$ cat src/rtl/core_machine_timer.sv
// Machine timer for the core CSR space: prescaled 64-bit mtime, 64-bit mtimecmp,
// and a registered timer-interrupt level for the trap unit.
module core_machine_timer #(
    parameter logic [11:0] ADDRESS_BASE   = 12'h7C0,
    parameter int          PRESCALE_WIDTH = 8
) (
    input  logic        clk,
    input  logic        rst,
    input  logic        csrWriteEnable,
    input  logic        csrReadEnable,
    input  logic [11:0] csrWriteAddress,
    input  logic [11:0] csrReadAddress,
    input  logic [31:0] csrWriteData,
    output logic [31:0] csrReadData,
    output logic        requestOutput,
    input  logic        halt,
    output logic        isMachineTimerInterrupt
);
    localparam int NUM_REGS = 5;

    logic [NUM_REGS-1:0]       writeSel;
    logic [NUM_REGS-1:0]       readSel;
    logic [63:0]               mtimeReg;
    logic [63:0]               mtimecmpReg;
    logic                      enableReg;
    logic [PRESCALE_WIDTH-1:0] prescaleReg;
    logic [PRESCALE_WIDTH-1:0] prescaleCountReg;
    logic                      irqReg;
    logic                      countEnable;
    logic                      tick;
    logic                      mtimeWrite;
    logic [31:0]               ctrlWord;

    genvar gi;
    generate
        for (gi = 0; gi < NUM_REGS; gi++) begin : gen_decode
            assign writeSel[gi] = csrWriteEnable && (csrWriteAddress == ADDRESS_BASE + 12'(gi));
            assign readSel[gi]  = csrReadEnable  && (csrReadAddress  == ADDRESS_BASE + 12'(gi));
        end
    endgenerate

    assign countEnable = enableReg && !halt;
    assign tick        = countEnable && (prescaleCountReg == prescaleReg);
    assign mtimeWrite  = writeSel[0] || writeSel[1];

    always_ff @(posedge clk) begin
        if (rst) begin
            mtimeReg         <= '0;
            mtimecmpReg      <= '1;
            enableReg        <= 1'b0;
            prescaleReg      <= '0;
            prescaleCountReg <= '0;
            irqReg           <= 1'b0;
        end else begin
            // A software write to either mtime word wins over that cycle's tick.
            if (mtimeWrite) begin
                if (writeSel[0]) mtimeReg[31:0]  <= csrWriteData;
                if (writeSel[1]) mtimeReg[63:32] <= csrWriteData;
            end else if (tick) begin
                mtimeReg <= mtimeReg + 64'd1;
            end

            if (writeSel[2]) mtimecmpReg[31:0]  <= csrWriteData;
            if (writeSel[3]) mtimecmpReg[63:32] <= csrWriteData;

            if (writeSel[4]) begin
                enableReg   <= csrWriteData[0];
                prescaleReg <= csrWriteData[8 +: PRESCALE_WIDTH];
            end

            if (mtimeWrite || writeSel[4] || tick) begin
                prescaleCountReg <= '0;
            end else if (countEnable) begin
                prescaleCountReg <= prescaleCountReg + PRESCALE_WIDTH'(1);
            end

            irqReg <= (mtimeReg >= mtimecmpReg);
        end
    end

    always_comb begin
        ctrlWord                      = '0;
        ctrlWord[0]                   = enableReg;
        ctrlWord[8 +: PRESCALE_WIDTH] = prescaleReg;
    end

    always_comb begin
        csrReadData = ({32{readSel[0]}} & mtimeReg[31:0])
                    | ({32{readSel[1]}} & mtimeReg[63:32])
                    | ({32{readSel[2]}} & mtimecmpReg[31:0])
                    | ({32{readSel[3]}} & mtimecmpReg[63:32])
                    | ({32{readSel[4]}} & ctrlWord);
    end

    assign requestOutput           = |readSel;
    assign isMachineTimerInterrupt = irqReg;
endmodule

$ cat config.mk
export PLATFORM = sky130hd
export DESIGN_NAME = core_machine_timer
export DESIGN_NICKNAME = d
export VERILOG_FILES = /design/src/rtl/core_machine_timer.sv
export SDC_FILE = /design/constraint.sdc
export NUM_CORES = 1
export LEC_CHECK = 0
export ABC_CLOCK_PERIOD_IN_PS = 2400
export CORE_MARGIN = 3
export CORE_UTILIZATION = 53
export DETAILED_ROUTE_END_ITERATION = 6
export PLACE_DENSITY = 0.78
export SYNTH_ARGS = -nofsm -noshare
export SYNTH_HDL_FRONTEND = slang
export SYNTH_SLANG_ARGS = --single-unit
export TNS_END_PERCENT = 10
$ cat constraint.sdc
create_clock -name clk -period 2.4 [get_ports clk]
set_input_delay 0.24 -clock clk [delete_from_list [all_inputs] [get_ports clk]]
set_output_delay 0.24 -clock clk [all_outputs]
set_load 0.01 [all_outputs]
After elaboration in Yosys (flattened, before gate mapping)
Cells that the tools add are included.
- add/sub/neg operators: 2
- multipliers: 0
- div/mod/pow operators: 0
- $lt $le $gt $ge: 1
- eq/ne operators: 13
- shift-type cells: 0
- muxes and demuxes: 4
- bitwise gates (word level): 9
- reduce and logical (&&, ||, !) cells: 21
- operators with widths (operator ; count):
    $and 32x32->32 ; 4
    $mux 64 ; 2
    $or 32x32->32 ; 4
    $eq 12x11->1 const B ; 10
    $add 64x1->64 const B ; 1
    $ge 64x64->1 ; 1
    $mux 32 ; 2
    $and 32x16->32 ; 1
    $logic_and 1x1->1 ; 12
    $add 8x1->8 const B ; 1
    $eq 8x8->1 ; 1
    $reduce_or 5->1 ; 1
    $ne 2x2->1 const B ; 2
    $reduce_and 2->1 ; 2
    $logic_or 1x1->1 ; 3
    $reduce_bool 2->1 ; 1
    $reduce_or 2->1 ; 1
    $logic_not 1->1 ; 1
- flip-flop bits (word level): 146
- bits in latches: 0
- memory bits (writable): 0
- bits in read-only memories: 0
- output and inout port bits: 34
- memories kept: 0

Longest topological paths before layout
Gate-level depths: netlist of the first run.
- depth after elaboration: 7
- gate-level depth with buffers: 8
- mapped depth without buffers: 8

Worst setup path after synthesis of the first run
No wires, ideal clock.
- kind: register to register
- start: reg mtimeReg[0]
- end: reg mtimeReg[52]
- library setup time: 78 ps
- data arrival time: 2284 ps
- setup slack: 39 ps
- stages on the path, launching flop included: 8
- buffers on the path: 0
- cell sequence: dfxtp_1 ha_1 nand3_1 nor4_1 nand4_1 nor3_1 mux2_2 nor3_1
- cells in the longest elaborated chain, start to end: 3
- ends and longest elaborated chain (element ; RTL line ; source):
    from (decl) ; 23 ; logic [63:0] mtimeReg;
    from (signal assigned) ; 57 ; if (writeSel[0]) mtimeReg[31:0] <= csrWriteData;
    from (signal assigned) ; 60 ; mtimeReg <= mtimeReg + 64'd1;
    $add 64x1->64 ; 60 ;
    $mux 64 ; 59 ; end else if (tick) begin
    $mux 64 ; 56 ; if (mtimeWrite) begin
No other way between the ends. The select of a mux whose other input is x is not followed.
A chain may end at the register's enable or synchronous reset.

Final worst setup path of the first run
- start: reg mtimeReg[13]
- end: reg mtimeReg[52]
Same word-level chain as after synthesis.

==> key figures, run 1 <==
Status
  • Outcome: finished clean

Cells and area
  • Inserted Diodes: 0
  • Synthesis-to-finish area growth: 27.9%
  • Fraction of final layout cells sized beyond drive strength 1: 16.1%
  • NumNets Final: 1545
  • Layout fillers: 1480

Power
  • Peak ir drop on the vdd network: 431 µV
  • Total power after layout: 5640 µW
  • Total power per unit cell area: 447 nW/µm²
  • LEAKAGE: 0.00555 µW

STA
  • Final Hold Vio Count: 0
  • Fmax: 423 MHz
  • Final worst hold slack: 0.192 ns
  • Shortest clock period the worst path allows after layout: 2.36 ns
  • Setup tns final: 0 ns
  • Clock skew: 0.00926 ns
  • Transition time at the pin with the least slew margin: 0.527 ns
  • Setup-violating endpoint count in the final report: 0
  • Max-slew violations: 0
  • Max transition margin: 64.7%
  • Unrepaired setup endpoints after global routing: true
  • Final Cycle Share: 98.4%

Setup path
  • Worst path buffer plus inverter count: 1
  • Type of the worst setup path: register to register
  • Stage delay of the slowest cell on the critical path: 0.48 ns
  • Most frequent cell on the critical path: sky130_fd_sc_hd__nand4_1
  • Slowest library cell on the worst path: sky130_fd_sc_hd__dfxtp_1
  • Largest driver fanout on the critical path: 8
  • Cell type group with the largest total delay on the critical path: simple AND/OR/NAND/NOR gates
  • Crit path arrival time: 2.72 ns
  • Required time of the critical path: 2.76 ns
  • Critical path startpoint category: register
  • Endpoint class of the critical path: register
  • List of cells traversed by the critical path: nand4_1 -> nor4_2 -> nand4_1 -> buf_4 -> nor3_2 -> mux2_2 -> nor3_1

Clocking
  • Number of levels the H-tree was split into: 4
  • Clock tree from TritonCTS: yes
  • Later-pin clock latency in the skew report: 0.44 ns
  • Inserted Clock Buffers: 17
  • # clock sinks: 146
  • Clock root buffer master: sky130_fd_sc_hd__clkbuf_16
  • Longest Clk Path Bufs: 2
  • Count of hold-fix buffers inserted at cts: 0
  • Clock transition at the registers of the reported paths: 0.07 ns

Routing
  • Starting DRC count in detailed routing: 1253
  • Number of vias in the routed layout: 10.9k
  • Average via count per standard cell: 6.57
  • Drt drc: 0
  • Post-Route WL: 34.6 mm
  • DR WL/cell: 20.9 µm
  • Number of iterations in the first detailed-routing pass: 7
  • Remaining number of nets flagged by the antenna check after routing: 0

GRT
  • Met1 Resource Use GR: 44.5%
  • GRT Residual Overflow: 0
  • GRT Total Usage: 33.4%
  • Via count of the first global-routing pass: 10.3k
  • Maximum number of pins on one net before global-route repair: 55
  • Number of antenna violations at the first check in global routing: 0
  • Global-route track usage on met2: 53.1%
  • Top Usage Layer GRT: met2
  • Wire length of the first global-routing pass: 54.2 mm
  • GR Util met3: 7.19%

Floorplan
  • Placeable core region: 18100 µm²
  • Total I/O pin count: 95
  • Total die area: 20300 µm²
  • Floorplan die width: 143 µm
  • Initial core utilization: 54.4%
  • Die span in y: 143 µm
  • FP Rows: 49

Job
  • Max-cap check violation count: 0

Synthesis
  • Number of enable flip-flop cells after synthesis: 0
  • Portion of the post-synthesis area used by sequential elements: 29.6%
  • Net count of the mapped netlist: 1382
  • Most frequently used flop master after synthesis: sky130_fd_sc_hd__dfxtp_1
  • Average instance area after synthesis: 7.87 µm²
  • Post-Synthesis Cells: 1255
  • Yosys warning count: 0
  • FF+latch count, synth: 146
  • Netlist area before placement: 9880 µm²
  • Post-synth ARST share: 0%
  • Distinct cell type count after synthesis: 69

Place
  • Detail Placement HPWL: 25.4 mm
  • Final estimated routing congestion in global placement: 0.984
  • Count of buffers inserted at the top-level ports: 94

Worst hold path
  • Path class of the lowest-slack min-delay path: primary input to register
worst register-to-register path: stages, from the launching register on:
cell and delay [ns]:
sky130_fd_sc_hd__dfxtp_1 0.48, sky130_fd_sc_hd__nand4_1 0.27, sky130_fd_sc_hd__nor4_2 0.39, sky130_fd_sc_hd__nand4_1 0.22, sky130_fd_sc_hd__buf_4 0.21, sky130_fd_sc_hd__nor3_2 0.21, sky130_fd_sc_hd__mux2_2 0.35, sky130_fd_sc_hd__nor3_1 0.15
state kept, by name (all words and copies together), names as in the netlist:
signal                   count
prescaleCountReg             8
prescaleReg                  8
enableReg                    1
mtimeReg                    64
mtimecmpReg                 64
isMachineTimerInterrupt      1
stage by stage:
step                setup WS, ns  cells  util (%)  area [µm²]
floorplan                 0.0385   1255         -        9880
global placement          -0.286   1621      65.4       11900
detailed placement        -0.480   1621      65.4       11900
CTS                      -0.0724   1654      69.1       12500
global route             -0.0893   1658      69.6       12600
finish                    0.0379   1658      69.6       12600
area by class of cell:
class	count	area (µm²)	area share (%)
clock buffer	20	457	3.62
clock inverter	10	159	1.26
inverter	79	297	2.35
multi-input combinational	953	6530	51.7
sequential	146	2930	23.2
tap	229	287	2.27
timing repair buffer	221	1970	15.6
metal layers:
layer,routed length (µm),share of wire [%]
met4,1240,3.6
met5,0,0
met1,14000,41
met2,15800,46
met3,3500,10
logic make-up (layout without fill, tap and decap cells):
logic type,count (synthesis),in the layout,synth area share (%)
AND/OR/NAND/NOR,487,487,24.6
AO/OA/AOI/OAI,343,343,22.8
buffers and inverters,156,330,6.08
flip-flops,146,146,29.6
adder cells (fa/ha/maj),66,66,8.36
multiplexers,42,42,7.20
XOR/XNOR,15,15,1.33
final timing paths:
| path | startpoint | to | slack [ns] | cells after the start |
|---|---|---|---|---|
| setup / recovery | mtimeReg[13] | mtimeReg[52] | 0.04 | 7 |
| hold / removal | rst | mtimeReg[21] | 0.19 | 2 |
| setup reg to reg | mtimeReg[13] | mtimeReg[52] | 0.04 | 7 |
| hold reg to reg | prescaleReg[5] | prescaleReg[5] | 0.50 | 2 |
repair_timing:
| item | CTS | global route |
|---|---|---|
| gates resized for setup | 55 | 34 |
| endpoints found under the setup margin | 50 | 53 |
| setup buffers | 3 | 4 |
| pin swaps | 2 | 9 |
synthesized netlist by cell type (all sizes together) (3+ instances only):
master    n  area [µm²]
a211oi   16         120
a21o     14         105
a21oi    97         485
a221o     9        90.1
a22oi     4        30.0
a31oi    10        62.6
a32o      5        50.1
a32oi     3        26.3
and2     15        93.8
and3     14        87.6
and4      8        70.1
buf      18        82.6
clkbuf   59         221
dfxtp   146        2920
ha       66         826
inv      79         297
mux2i    17         170
mux4     23         518
nand2   181         679
nand3    43         215
nand4    48         315
nor2     81         304
nor2b    25         156
nor3     26         135
nor4     14         121
nor4b     4        41.3
o211ai   68         510
o21a      4        30.0
o21ai    61         309
o22ai     8        50.1
o31ai    12        90.1
o32ai     5        43.8
o41ai     8        77.6
or2       3        18.8
or3       7        43.8
or4       6        45.0
or4b      3        30.0
xor2     13         114
layout by cell type (no fill, tap or decap), types with 5 or more instances in the layout:
cell / count
sky130_fd_sc_hd__o41ai_1: 6
sky130_fd_sc_hd__nand2_1: 181
sky130_fd_sc_hd__nand3_1: 41
sky130_fd_sc_hd__inv_1: 78
sky130_fd_sc_hd__dfxtp_1: 144
sky130_fd_sc_hd__buf_12: 12
sky130_fd_sc_hd__o22ai_1: 8
sky130_fd_sc_hd__and2_1: 15
sky130_fd_sc_hd__and3_1: 13
sky130_fd_sc_hd__mux2i_1: 17
sky130_fd_sc_hd__a21o_1: 14
sky130_fd_sc_hd__dlymetal6s2s_1: 5
sky130_fd_sc_hd__mux4_2: 23
sky130_fd_sc_hd__buf_4: 115
sky130_fd_sc_hd__nor4_1: 7
sky130_fd_sc_hd__clkbuf_16: 17
sky130_fd_sc_hd__or3_1: 7
sky130_fd_sc_hd__and4_1: 8
sky130_fd_sc_hd__or4_1: 5
sky130_fd_sc_hd__ha_1: 65
sky130_fd_sc_hd__nor2_1: 81
sky130_fd_sc_hd__o21ai_0: 59
sky130_fd_sc_hd__dlygate4sd2_1: 23
sky130_fd_sc_hd__clkdlybuf4s50_1: 53
sky130_fd_sc_hd__clkbuf_2: 5
sky130_fd_sc_hd__o32ai_1: 5
sky130_fd_sc_hd__a221o_1: 9
sky130_fd_sc_hd__xor2_1: 13
sky130_fd_sc_hd__a21oi_1: 97
sky130_fd_sc_hd__a32o_1: 5
sky130_fd_sc_hd__buf_2: 6
sky130_fd_sc_hd__a31oi_1: 10
sky130_fd_sc_hd__nor3_1: 22
sky130_fd_sc_hd__a211oi_1: 16
sky130_fd_sc_hd__nand4_1: 47
sky130_fd_sc_hd__o211ai_1: 68
sky130_fd_sc_hd__nor2b_1: 25
sky130_fd_sc_hd__o31ai_1: 12
power by group:
part	internal [µW]	leakage (µW)	switching [µW]
combinational	172	0.00407	183
clock	1780	0.000298	1080
sequential	2430	0.00118	6.81
total	4380	0.00555	1270
(Power assumes the default switching activity.)
==> inputs of run 2 (changes only) <==
--- a/config.mk
+++ b/config.mk
@@ -10,6 +10,7 @@
 export CORE_UTILIZATION = 53
 export DETAILED_ROUTE_END_ITERATION = 6
 export PLACE_DENSITY = 0.78
+export SKIP_LAST_GASP = 1
 export SYNTH_ARGS = -nofsm -noshare
 export SYNTH_HDL_FRONTEND = slang
 export SYNTH_SLANG_ARGS = --single-unit
==> key figures, run 2 (synthesis results as in run 1) <==
Routing
  • Number of vias in the routed layout: 10.8k
  • Drt drc: 4
  • Average via count per standard cell: 6.54
  • DR WL/cell: 20.8 µm
  • Post-Route WL: 34.4 mm
  • Remaining number of nets flagged by the antenna check after routing: 0
  • Starting DRC count in detailed routing: 1282
  • Number of iterations in the first detailed-routing pass: 7

Floorplan
  • Placeable core region: 18100 µm²
  • Total die area: 20300 µm²
  • FP Rows: 49
  • Die span in y: 143 µm
  • Initial core utilization: 54.4%
  • Total I/O pin count: 95
  • Floorplan die width: 143 µm

STA
  • Unrepaired setup endpoints after global routing: true
  • Transition time at the pin with the least slew margin: 0.601 ns
  • Final Cycle Share: 108%
  • Clock skew: 0.00929 ns
  • Final Hold Vio Count: 0
  • Fmax: 385 MHz
  • Setup-violating endpoint count in the final report: 37
  • Max transition margin: 59.8%
  • Max-slew violations: 0
  • Final worst hold slack: 0.185 ns
  • Post-layout worst setup margin: -0.197 ns
  • Shortest clock period the worst path allows after layout: 2.60 ns

Cells and area
  • Final core area utilization: 69.5%
  • Synthesis-to-finish area growth: 27.8%
  • NumNets Final: 1544
  • Commonest non-fill, non-tap cell in the layout: sky130_fd_sc_hd__nand2_1
  • Top library cells by usage in the layout, fill and taps aside: sky130_fd_sc_hd__nand2_1, sky130_fd_sc_hd__dfxtp_1, sky130_fd_sc_hd__buf_4
  • Number of standard cells in the layout, taps in and fillers out: 1657
  • Fraction of final layout cells sized beyond drive strength 1: 15.0%
  • Inserted Diodes: 0
  • Top flop regs: mtimeReg: 64 flops, mtimecmpReg: 64 flops

Job
  • Max-cap check violation count: 0

Setup path
  • List of cells traversed by the critical path: clkdlybuf4s50_1 -> nor4b_2 -> nor4bb_4 -> nand2b_1 -> buf_12 -> nor2b_1 -> clkdlybuf4s50_1
  • Required time of the critical path: 2.16 ns
  • Type of the worst setup path: primary input to output pin
  • Critical path startpoint category: primary input
  • Slowest library cell on the worst path: sky130_fd_sc_hd__clkdlybuf4s50_1
  • Crit path arrival time: 2.36 ns
  • Endpoint class of the critical path: output pin
  • Cell type group with the largest total delay on the critical path: buffers and inverters
  • Worst path buffer plus inverter count: 3
  • Most frequent cell on the critical path: sky130_fd_sc_hd__clkdlybuf4s50_1
  • Largest driver fanout on the critical path: 33
  • Stage delay of the slowest cell on the critical path: 0.55 ns

Clocking
  • Inserted Clock Buffers: 17
  • Clock tree from TritonCTS: yes
  • Later-pin clock latency in the skew report: 0.44 ns
  • Clock transition at the registers of the reported paths: 0.06 ns
  • # clock sinks: 146
  • Count of hold-fix buffers inserted at cts: 0
  • Number of levels the H-tree was split into: 4
  • Longest Clk Path Bufs: 2
  • Clock root buffer master: sky130_fd_sc_hd__clkbuf_16

GRT
  • Maximum number of pins on one net before global-route repair: 55
  • Via count of the first global-routing pass: 10.3k
  • Wire length of the first global-routing pass: 54.1 mm
  • Number of antenna violations at the first check in global routing: 0
  • GRT Total Usage: 33.4%
  • GRT Residual Overflow: 0

Worst hold path
  • Path class of the lowest-slack min-delay path: primary input to register

Place
  • Final estimated routing congestion in global placement: 0.984
  • Placed Cells: 1621
  • Detail Placement HPWL: 25.4 mm
  • Count of buffers inserted at the top-level ports: 94

Power
  • LEAKAGE: 0.00542 µW
  • Peak ir drop on the vdd network: 436 µV
  • Total power after layout: 5640 µW
  • Total power per unit cell area: 447 nW/µm²

Status
  • Outcome: finished with violations
  • Failing checks: design-rule violations, negative setup slack
[run 2: metrics by stage]
step | instance area, µm² | setup TNS [ns] | setup slack (ns)
after detailed placement | 11900 | -36.14 | -0.480
after floorplan | 9880 | 0 | 0.0385
after CTS | 12500 | -4.92 | -0.251
after global placement | 11900 | -14.44 | -0.286
after global routing | 12600 | -9.10 | -0.272
final | 12600 | -4.19 | -0.197
[run 2: final timing paths]
check	start	endpoint	slack [ns]	cells past startpoint
worst max register to register	mtimeReg[0]	mtimeReg[57]	-0.06	8
worst max-delay path	csrReadAddress[4]	csrReadData[4]	-0.20	7
worst min register to register	prescaleReg[5]	prescaleReg[5]	0.51	2
worst min-delay path	rst	mtimeReg[21]	0.18	2
[run 2: worst register-to-register path, stage by stage (launching register included)]
cell and delay (ns):
sky130_fd_sc_hd__dfxtp_2 0.35, sky130_fd_sc_hd__buf_4 0.15, sky130_fd_sc_hd__nand4_1 0.29, sky130_fd_sc_hd__nor4_1 0.50, sky130_fd_sc_hd__buf_4 0.20, sky130_fd_sc_hd__nand3_1 0.26, sky130_fd_sc_hd__nor4_1 0.36, sky130_fd_sc_hd__o21ai_0 0.14
sky130_fd_sc_hd__a21oi_1 0.14
[run 2: power breakdown]
group / internal (µW) / switching [µW] / total (µW) / leakage, µW
clock network: 1780 / 1080 / 2860 / 0.000298
registers: 2430 / 6.88 / 2430 / 0.00118
logic: 172 / 179 / 351 / 0.00394
[run 2: layer usage]
metal	vias up	share of wire [%]	global-route usage [%]
li1	4974	-	-
met1	5119	40	44.4
met2	639	46	52.8
met3	106	10	7.33
met4	0	3.5	13.4
met5	-	0	0
[run 2: final cells by class]
class / count / area [µm²]
inverter: 79 / 297
clock buffer: 20 / 457
tap: 229 / 287
sequential: 146 / 2930
timing repair buffer: 220 / 2020
fill: 1476 / 5530
clock inverter: 10 / 159
multi-input combinational: 953 / 6480
[run 2: repair_timing]
action | in CTS | in global routing
endpoints found under the setup margin | 50 | 85
gates cloned | 0 | 0
pin swaps | 2 | 6
gates resized for setup | 20 | 17
setup buffers | 3 | 3
